[config.mk]
export PLATFORM = sky130hd
export DESIGN_NAME = xbar_burst_arbiter
export DESIGN_NICKNAME = d
export VERILOG_FILES = /design/src/rtl/xbar_burst_arbiter.sv
export SDC_FILE = /design/constraint.sdc
export NUM_CORES = 1
export LEC_CHECK = 0
export ABC_AREA = 0
export CAP_MARGIN = 20
export CORE_MARGIN = 1.5
export CORE_UTILIZATION = 50
export DETAILED_ROUTE_END_ITERATION = 12
export GPL_TIMING_DRIVEN = 1
export PLACE_DENSITY = 0.81
export SLEW_MARGIN = 20
export SYNTH_ARGS = -nofsm -noshare
export SYNTH_HDL_FRONTEND = slang
export SYNTH_SLANG_ARGS = --single-unit
export TNS_END_PERCENT = 20
[constraint.sdc]
create_clock -name clk -period 2.7 [get_ports clk]
set_input_delay 0.27 -clock clk [delete_from_list [all_inputs] [get_ports clk]]
set_output_delay 0.27 -clock clk [all_outputs]
set_load 0.01 [all_outputs]
[src/rtl/xbar_burst_arbiter.sv]
// Burst arbiter for one crossbar output. Picks the queue with the best
// privilege/length and grants it a capped burst of pops under back-pressure.
module xbar_burst_arbiter #(
   parameter int NUM_PORTS   = 8,
   parameter int PORT_WIDTH  = 3,
   parameter int LEN_WIDTH   = 10,
   parameter int MAX_BURST   = 16,
   parameter int BURST_WIDTH = 5
) (
   input  logic                           clk,
   input  logic                           rst,
   input  logic [NUM_PORTS*LEN_WIDTH-1:0] q_len,
   input  logic [NUM_PORTS-1:0]           q_privil,
   input  logic                           dst_ready,
   output logic                           grant_valid,
   output logic [PORT_WIDTH-1:0]          grant_id,
   output logic [NUM_PORTS-1:0]           pop,
   output logic                           burst_done
);

   typedef enum logic [1:0] {
      IDLE  = 2'd0,
      GRANT = 2'd1,
      GAP   = 2'd2
   } state_t;

   localparam logic [LEN_WIDTH-1:0]   LEN_ZERO  = {LEN_WIDTH{1'b0}};
   localparam logic [LEN_WIDTH-1:0]   LEN_CAP   = LEN_WIDTH'(MAX_BURST);
   localparam logic [BURST_WIDTH-1:0] CNT_CAP   = BURST_WIDTH'(MAX_BURST);
   localparam logic [BURST_WIDTH-1:0] CNT_ONE   = BURST_WIDTH'(1);
   localparam logic [NUM_PORTS-1:0]   POP_ZERO  = {NUM_PORTS{1'b0}};

   state_t                 state_r, state_s;
   logic                   grant_valid_r, grant_valid_s;
   logic [PORT_WIDTH-1:0]  grant_id_r, grant_id_s;
   logic [BURST_WIDTH-1:0] burst_cnt_r, burst_cnt_s;
   logic                   burst_done_r, burst_done_s;

   logic                   win_found_s;
   logic                   win_priv_s;
   logic [LEN_WIDTH-1:0]   win_len_s;
   logic [PORT_WIDTH-1:0]  win_id_s;
   logic [BURST_WIDTH-1:0] burst_init_s;

   // Ascending scan with >= so that on a full tie the higher index wins.
   always_comb begin
      win_found_s = 1'b0;
      win_priv_s  = 1'b0;
      win_len_s   = LEN_ZERO;
      win_id_s    = {PORT_WIDTH{1'b0}};
      for (int i = 0; i < NUM_PORTS; i++) begin
         if (q_len[i*LEN_WIDTH +: LEN_WIDTH] != LEN_ZERO) begin
            if (!win_found_s || (q_privil[i] && !win_priv_s) ||
                ((q_privil[i] == win_priv_s) &&
                 (q_len[i*LEN_WIDTH +: LEN_WIDTH] >= win_len_s))) begin
               win_found_s = 1'b1;
               win_priv_s  = q_privil[i];
               win_len_s   = q_len[i*LEN_WIDTH +: LEN_WIDTH];
               win_id_s    = PORT_WIDTH'(i);
            end else begin
               win_found_s = win_found_s;
            end
         end else begin
            win_found_s = win_found_s;
         end
      end
   end

   // Burst length snapshot: min(winner length, MAX_BURST) compared at full length width.
   always_comb begin
      if (win_len_s > LEN_CAP) begin
         burst_init_s = CNT_CAP;
      end else begin
         burst_init_s = win_len_s[BURST_WIDTH-1:0];
      end
   end

   // Next-state and next-output logic for the IDLE/GRANT/GAP sequencer.
   always_comb begin
      state_s       = state_r;
      grant_valid_s = grant_valid_r;
      grant_id_s    = grant_id_r;
      burst_cnt_s   = burst_cnt_r;
      burst_done_s  = 1'b0;
      case (state_r)
         IDLE: begin
            if (win_found_s) begin
               state_s       = GRANT;
               grant_valid_s = 1'b1;
               grant_id_s    = win_id_s;
               burst_cnt_s   = burst_init_s;
            end else begin
               state_s = IDLE;
            end
         end
         GRANT: begin
            if (dst_ready) begin
               burst_cnt_s = burst_cnt_r - CNT_ONE;
               if (burst_cnt_r == CNT_ONE) begin
                  state_s       = GAP;
                  grant_valid_s = 1'b0;
                  burst_done_s  = 1'b1;
               end else begin
                  state_s = GRANT;
               end
            end else begin
               state_s = GRANT;
            end
         end
         GAP: begin
            state_s = IDLE;
         end
         default: begin
            state_s       = IDLE;
            grant_valid_s = 1'b0;
            burst_cnt_s   = {BURST_WIDTH{1'b0}};
         end
      endcase
   end

   // State and output registers.
   always_ff @(posedge clk or posedge rst) begin
      if (rst) begin
         state_r       <= IDLE;
         grant_valid_r <= 1'b0;
         grant_id_r    <= {PORT_WIDTH{1'b0}};
         burst_cnt_r   <= {BURST_WIDTH{1'b0}};
         burst_done_r  <= 1'b0;
      end else begin
         state_r       <= state_s;
         grant_valid_r <= grant_valid_s;
         grant_id_r    <= grant_id_s;
         burst_cnt_r   <= burst_cnt_s;
         burst_done_r  <= burst_done_s;
      end
   end

   // One-hot pop toward the granted queue, killed as soon as reset rises.
   always_comb begin
      pop = POP_ZERO;
      if (grant_valid_r && dst_ready && !rst) begin
         pop[grant_id_r] = 1'b1;
      end else begin
         pop = POP_ZERO;
      end
   end

   assign grant_valid = grant_valid_r;
   assign grant_id    = grant_id_r;
   assign burst_done  = burst_done_r;

endmodule

==> metrics.md, run 1 <==
| Metric | Value |
|---|---|
| Status | `stopped before the end` |
| Exit stage | `5_1_grt` |
| Log Error | `[ERROR GRT-0116] Global routing finished with congestion. Check the congestion regions in the DRC Viewer.` |
| Yosys warns | `0` |
| Total grt overflow | `81` |
| Top FF cell, synth | `dfrtp_1` |
| Routability cong. | `0.987` |
| Initial Util | `52.6%` |
| # clock sinks | `12` |
| Root Buffer Master | `clkbuf_8` |
| Port bufs | `103` |
| Distinct cells, synth | `86` |
| Sequential share of the synthesized area | `7.28%` |
| Cell taking the most area after synthesis | `ha_1` |
| DPL Wire Length | `15200 µm` |
| GRT Util Overall | `72.1%` |
| Synthesized net count | `708` |
| Vias in the first global route | `8881` |
| Synth async-reset ratio | `100%` |
| Post-synth EDFFs | `0` |
| DIE HEIGHT | `93.8 µm` |
| First-pass GRT wire length | `49000 µm` |
| Syn avg cell area | `7.67 µm²` |
| Die extent in x | `93.8 µm` |
| H-tree Lvls | `1` |
| Io pins | `104` |
| Mapped Cells | `538` |
| Cell Area, Synth | `4130 µm²` |
| Top cells by area, synth | `ha_1 24%, dfrtp_1 7.3%, a21oi_1 5.7%, nor2_1 4.5%, nand2_1 3.5%` |
| Synth Register Bits | `12` |
| Synth top area share | `24.0%` |
| Largest net degree at the start of global routing | `13` |
| Cts bufs inserted | `3` |
| CTS Buffer Depth | `2` |
| # rows | `32` |
stage by stage:
| stage | std cells | setup TNS [ns] | worst slack [ns] | area, µm² |
|---|---|---|---|---|
| 3_3_place_gp | 935 | -76.77 | -9.57 | 6850 |
| 2_1_floorplan | 538 | -68.23 | -8.75 | 4300 |
| 4_1_cts | 984 | -71.30 | -9.07 | 7630 |
| 3_5_place_dp | 935 | -80.89 | -10.12 | 6850 |
cell families after synthesis:
kind of cell,after synthesis,synth area share (%)
buffers and inverters,51,6.67
multiplexers,13,3.40
flip-flops,12,7.28
adder cells (fa/ha/maj),79,24.0
AND/OR/NAND/NOR,188,25.0
AO/OA/AOI/OAI,195,33.7
layer usage:
layer | overflow | GRT usage [%]
met1 | 0 | 68.1
met2 | 49 | 96.6
met3 | 0 | 47.1
met4 | 32 | 83.2
met5 | 0 | 4.49
repair_timing:
action / CTS
resized for setup: 126
setup endpoints to repair: 10
hold buffers: 0
cloned: 0
buffers inserted: 46
pin swaps: 85
synthesized netlist by cell type, types with 9 or more instances:
cell type and count:
ha_1 79, nor2_1 50, a21oi_1 47, nand2_1 38, inv_1 35, o21ai_0 28, nand3_1 17, o21a_1 13
dfrtp_1 12, a21o_1 11, nor3_1 11, o31ai_1 10, a31oi_1 9, and3_1 9, nand2b_1 9
==> run 2: changes to the inputs <==
--- a/config.mk
+++ b/config.mk
@@ -8,10 +8,10 @@
 export ABC_AREA = 0
 export CAP_MARGIN = 20
 export CORE_MARGIN = 1.5
-export CORE_UTILIZATION = 50
+export CORE_UTILIZATION = 35
 export DETAILED_ROUTE_END_ITERATION = 12
 export GPL_TIMING_DRIVEN = 1
-export PLACE_DENSITY = 0.81
+export PLACE_DENSITY_LB_ADDON = 0.15
 export SLEW_MARGIN = 20
 export SYNTH_ARGS = -nofsm -noshare
 export SYNTH_HDL_FRONTEND = slang
==> run 2 against run 1 <==
  * The flow now finishes, with violations (negative setup slack)
  * Synthesized cell count is the same
  * Area after synthesis stayed put
==> metrics.md, run 2 <==
| Metric | Value |
|---|---|
| Biggest cell delay along the critical path | `0.53 ns` |
| DIE HEIGHT | `112 µm (was 93.8 µm)` |
| Synthesized net count | `708 (unchanged)` |
| Worst Skew | `0.00124 ns` |
| Setup violations, final | `10` |
| Post-synth EDFFs | `0 (unchanged)` |
| Io pins | `104 (unchanged)` |
| Cell taking the most area after synthesis | `ha_1 (unchanged)` |
| Routed WL | `17500 µm` |
| Status | `complete, but fails checks (was stopped before the end)` |
| Largest net degree at the start of global routing | `13` |
| Pins over their slew limit | `0` |
| Clock power frac | `6.4%` |
| Most common cell in the netlist | `ha_1 (unchanged)` |
| Routed Antenna Nets | `0` |
| Leading cell types by count after synthesis | `79 x ha_1, 50 x nor2_1, 47 x a21oi_1 (unchanged)` |
| Worst-path fanout max | `6` |
| Vias in the first global route | `5813` |
| RSZ-0062 raised after global routing | `yes` |
| Total grt overflow | `0` |
| Antenna violations before repair | `0` |
| Hold WC Path Type | `in2async` |
| # rows | `39 (was 32)` |
| Routed vias | `5724` |
| R2r setup slk | `1.10 ns` |
| Clock insertion delay at the later pin of the skew report | `0.24 ns` |
| Psw | `2.05 mW` |
| Top cells by area, synth | `ha_1 24%, dfrtp_1 7.3%, a21oi_1 5.7%, nor2_1 4.5%, nand2_1 3.5% (unchanged)` |
| Die area | `12400 µm²` |
| Share of layout cells above drive strength 1 | `46.7%` |
| R2R depth | `6` |
| Port bufs | `103 (unchanged)` |
| DPL Wire Length | `14300 µm (was 15200 µm)` |
| Worst reg2reg path startpoint | `burst_cnt_r[0]` |
| Peak Freq | `84.8 MHz` |
| Distinct cells, synth | `86 (unchanged)` |
| # clock sinks | `12 (unchanged)` |
| Period utilization | `437%` |
| Startpoint types | `input port` |
| CP arrival | `11.92 ns` |
| Core Footprint | `11500 µm²` |
| Sw frac | `43.7%` |
| Critical path class | `in2reg` |
| Commonest cells after routing, fill and taps aside | `242 x buf_4, 81 x clkdlybuf4s50_1, 61 x ha_1` |
| Placed cells | `988 (was 935)` |
| Die extent in x | `112 µm (was 93.8 µm)` |
| Top FF cell, synth | `dfrtp_1 (unchanged)` |
| Synth Register Bits | `12 (unchanged)` |
| Critical Path RT | `2.83 ns` |
| Final worst slack | `-9.09 ns` |
| Mapped Cells | `538 (unchanged)` |
| CTS Buffer Depth | `2 (unchanged)` |
| 1st-iter DRT viols | `378` |
| Initial Util | `36.0% (was 52.6%)` |
| Setup_tns | `-71.31 ns` |
| Synth top area share | `24.0% (unchanged)` |
| CP max stage cell | `or4_4` |
| CTS tree | `yes` |
| Root Buffer Master | `clkbuf_16 (was clkbuf_8)` |
| Commonest non-fill, non-tap cell in the layout | `buf_4` |
| Maxcap violations | `0` |
| DRT Pass-1 Iters | `5` |
| Average wire per standard cell | `17.0 µm` |
| Yosys warns | `0 (unchanged)` |
| Failing checks | `negative setup slack` |
| Sequential share of the synthesized area | `7.28% (unchanged)` |
| H-tree Lvls | `1 (unchanged)` |
| Comb power frac | `86.4%` |
| Worst-Margin Slew | `0.555 ns` |
| Fin crit period | `11.79 ns` |
| Crit path top cell by count | `ha_4` |
| Worst R2R End | `burst_cnt_r[4]` |
| Residual DRC | `0` |
| Vias per inst | `5.56` |
| Max reg flops | `5` |
| First-pass GRT wire length | `27500 µm` |
| Synth async-reset ratio | `100% (unchanged)` |
| P&R area growth vs syn | `92.5%` |
| GRT Util Overall | `26.5%` |
| Syn avg cell area | `7.67 µm² (unchanged)` |
| Sequential power share | `7.2%` |
| Routability cong. | `1.01 (was 0.987)` |
| Worst hold margin | `0.378 ns` |
| Leakage | `3.67 nW` |
| Final hold vios | `0` |
| Max VDD drop | `0.000432 V` |
| Cell Pwr Density | `590 nW/µm²` |
| Cts bufs inserted | `3 (unchanged)` |
| Final nets | `1058` |
| Fin cells | `1030` |
| Cell Int Power | `2.64 mW` |
| Top reg by flops | `burst_cnt_r` |
| Slew headroom | `62.7%` |
| Cell Area, Synth | `4130 µm² (unchanged)` |
| Diode count | `0` |
| Critical Path Sink Type | `flip-flop` |
| Clk slew on worst S/H paths | `0.04 ns` |
-- run 2: cell counts after synthesis --
No cell type changed its count.
-- run 2: logic make-up after synthesis --
kind of cell | count (synthesis) | synth area share (%)
buf+inv | 51 | 6.67
simple gates | 188 | 25.0
compound gates | 195 | 33.7
flops | 12 | 7.28
fa+ha+maj | 79 | 24.0
mux | 13 | 3.40
-- run 2: how the worst max path moves through the flow --
stage	startpoint	endpoint	slack, ns	cells past startpoint
after floorplan	q_len[3]	burst_cnt_r[4]	-8.75	62
after global placement	q_len[3]	burst_cnt_r[4]	-9.62	60
after detailed placement	q_len[3]	burst_cnt_r[4]	-9.89	62
after CTS	q_len[5]	burst_cnt_r[4]	-8.82	60
after global routing	q_len[8]	burst_cnt_r[4]	-9.51	62
final	q_len[8]	burst_cnt_r[4]	-9.09	60
-- run 2: metrics by stage --
stage          cell area [µm²]  power, mW  setup WS, ns  utilization (%)
2_1_floorplan             4300       2.18         -8.75                -
4_1_cts                   7620       4.34         -8.82             66.4
6_report                  7940       4.69         -9.09             69.2
5_1_grt                   7940       5.03         -9.51             69.2
3_3_place_gp              6990       3.58         -9.62             61.0
3_5_place_dp              6990       3.65         -9.89             61.0
-- run 2: area by class of cell --
class,instances,area [µm²]
Clock buffer,4,88.8
Fill cell,908,3530
Inverter,35,131
Multi-Input combinational cell,475,4240
Sequential cell,12,300
Tap cell,143,179
Timing Repair Buffer,361,3010
-- run 2: critical path, delay by kind of cell --
| kind | cells | cell delay [ns] |
|---|---|---|
| buffers and inverters | 7 | 0.74 |
| adders and majority gates | 7 | 1.61 |
| and+or+nand+nor | 12 | 2.85 |
| muxes | 2 | 0.45 |
| AOI/OAI and AO/OA | 32 | 5.95 |
-- run 2: power groups by stage --
stage	clock, mW	sequential [mW]	combinational (mW)
2_1_floorplan	0	0.326	1.86
3_3_place_gp	0	0.339	3.24
3_5_place_dp	0	0.340	3.31
4_1_cts	0.302	0.339	3.70
5_1_grt	0.313	0.350	4.37
6_report	0.298	0.339	4.05
-- run 2: timing repair --
action,in CTS,in global routing
pin swaps,88,61
endpoints found under the setup margin,10,10
gates cloned,0,0
buffers inserted,26,12
gates resized for setup,118,55
hold buffers,0,0
-- run 2: layer usage --
layer | track usage (%) | vias up | share of wire (%)
li1 | - | 2775 | -
met1 | 34.3 | 2732 | 45
met2 | 47.1 | 173 | 48
met3 | 2.50 | 44 | 4.1
met4 | 7.00 | 0 | 2.9
met5 | 0 | - | 0
No activity file was read; power rests on OpenSTA's default activity.
==> run 3: changes to the inputs <==
--- a/config.mk
+++ b/config.mk
@@ -8,7 +8,7 @@
 export ABC_AREA = 0
 export CAP_MARGIN = 20
 export CORE_MARGIN = 1.5
-export CORE_UTILIZATION = 35
+export CORE_UTILIZATION = 56
 export DETAILED_ROUTE_END_ITERATION = 12
 export GPL_TIMING_DRIVEN = 1
 export PLACE_DENSITY_LB_ADDON = 0.15
==> run 3 against run 2 <==
  * The flow now stops in 4_1_cts
  * Synthesized cell count unchanged
  * Area after synthesis did not move
==> metrics.md, run 3 <==
| Metric | Value |
|---|---|
| Status | `stopped before the end (was complete, but fails checks)` |
| Exit stage | `4_1_cts` |
| Log Error | `[ERROR DPL-0038] Utilization greater than 100%, impossible to legalize` |
| Initial Util | `57.5% (was 36.0%)` |
| Synthesized net count | `708 (unchanged)` |
| # rows | `31 (was 39)` |
| Cell Area, Synth | `4130 µm² (unchanged)` |
| Sequential share of the synthesized area | `7.28% (unchanged)` |
| Port bufs | `103 (unchanged)` |
| Setup bufs post-CTS | `31 (was 26)` |
| Most common cell in the netlist | `ha_1 (unchanged)` |
| CTS Buffer Depth | `2 (unchanged)` |
| Post-synth EDFFs | `0 (unchanged)` |
| Synth Register Bits | `12 (unchanged)` |
| CTS resizes | `98 (was 118)` |
| # clock sinks | `12 (unchanged)` |
| Io pins | `104 (unchanged)` |
| Cell taking the most area after synthesis | `ha_1 (unchanged)` |
| DIE HEIGHT | `88.8 µm (was 112 µm)` |
| DPL Wire Length | `17300 µm (was 14300 µm)` |
| H-tree Lvls | `1 (unchanged)` |
| Syn avg cell area | `7.67 µm² (unchanged)` |
| Yosys warns | `0 (unchanged)` |
| Hold Buf Count CTS | `0 (unchanged)` |
| Top FF cell, synth | `dfrtp_1 (unchanged)` |
| Mapped Cells | `538 (unchanged)` |
| Die extent in x | `88.8 µm (was 112 µm)` |
| Placed cells | `930 (was 988)` |
| Leading cell types by count after synthesis | `79 x ha_1, 50 x nor2_1, 47 x a21oi_1 (unchanged)` |
| Cts bufs inserted | `3 (unchanged)` |
| Routability cong. | `1.06 (was 1.01)` |
| Synth async-reset ratio | `100% (unchanged)` |
| Synth top area share | `24.0% (unchanged)` |
| Distinct cells, synth | `86 (unchanged)` |
| Top cells by area, synth | `ha_1 24%, dfrtp_1 7.3%, a21oi_1 5.7%, nor2_1 4.5%, nand2_1 3.5% (unchanged)` |
| Root Buffer Master | `clkbuf_8 (was clkbuf_16)` |
run 3: logic make-up after synthesis:
| group | share of synthesized area [%] |
|---|---|
| flops | 7.28 |
| fa+ha+maj | 24.0 |
| simple gates | 25.0 |
| buf+inv | 6.67 |
| compound gates | 33.7 |
| mux | 3.40 |
run 3: metrics by stage:
step	util (%)	instance area [µm²]	setup WS (ns)	hold slack, ns	TNS (ns)
2_1_floorplan	-	4300	-8.75	0.151	-68.23
3_3_place_gp	95.6	6860	-9.32	0.507	-74.72
3_5_place_dp	95.6	6860	-10.33	0.543	-82.49
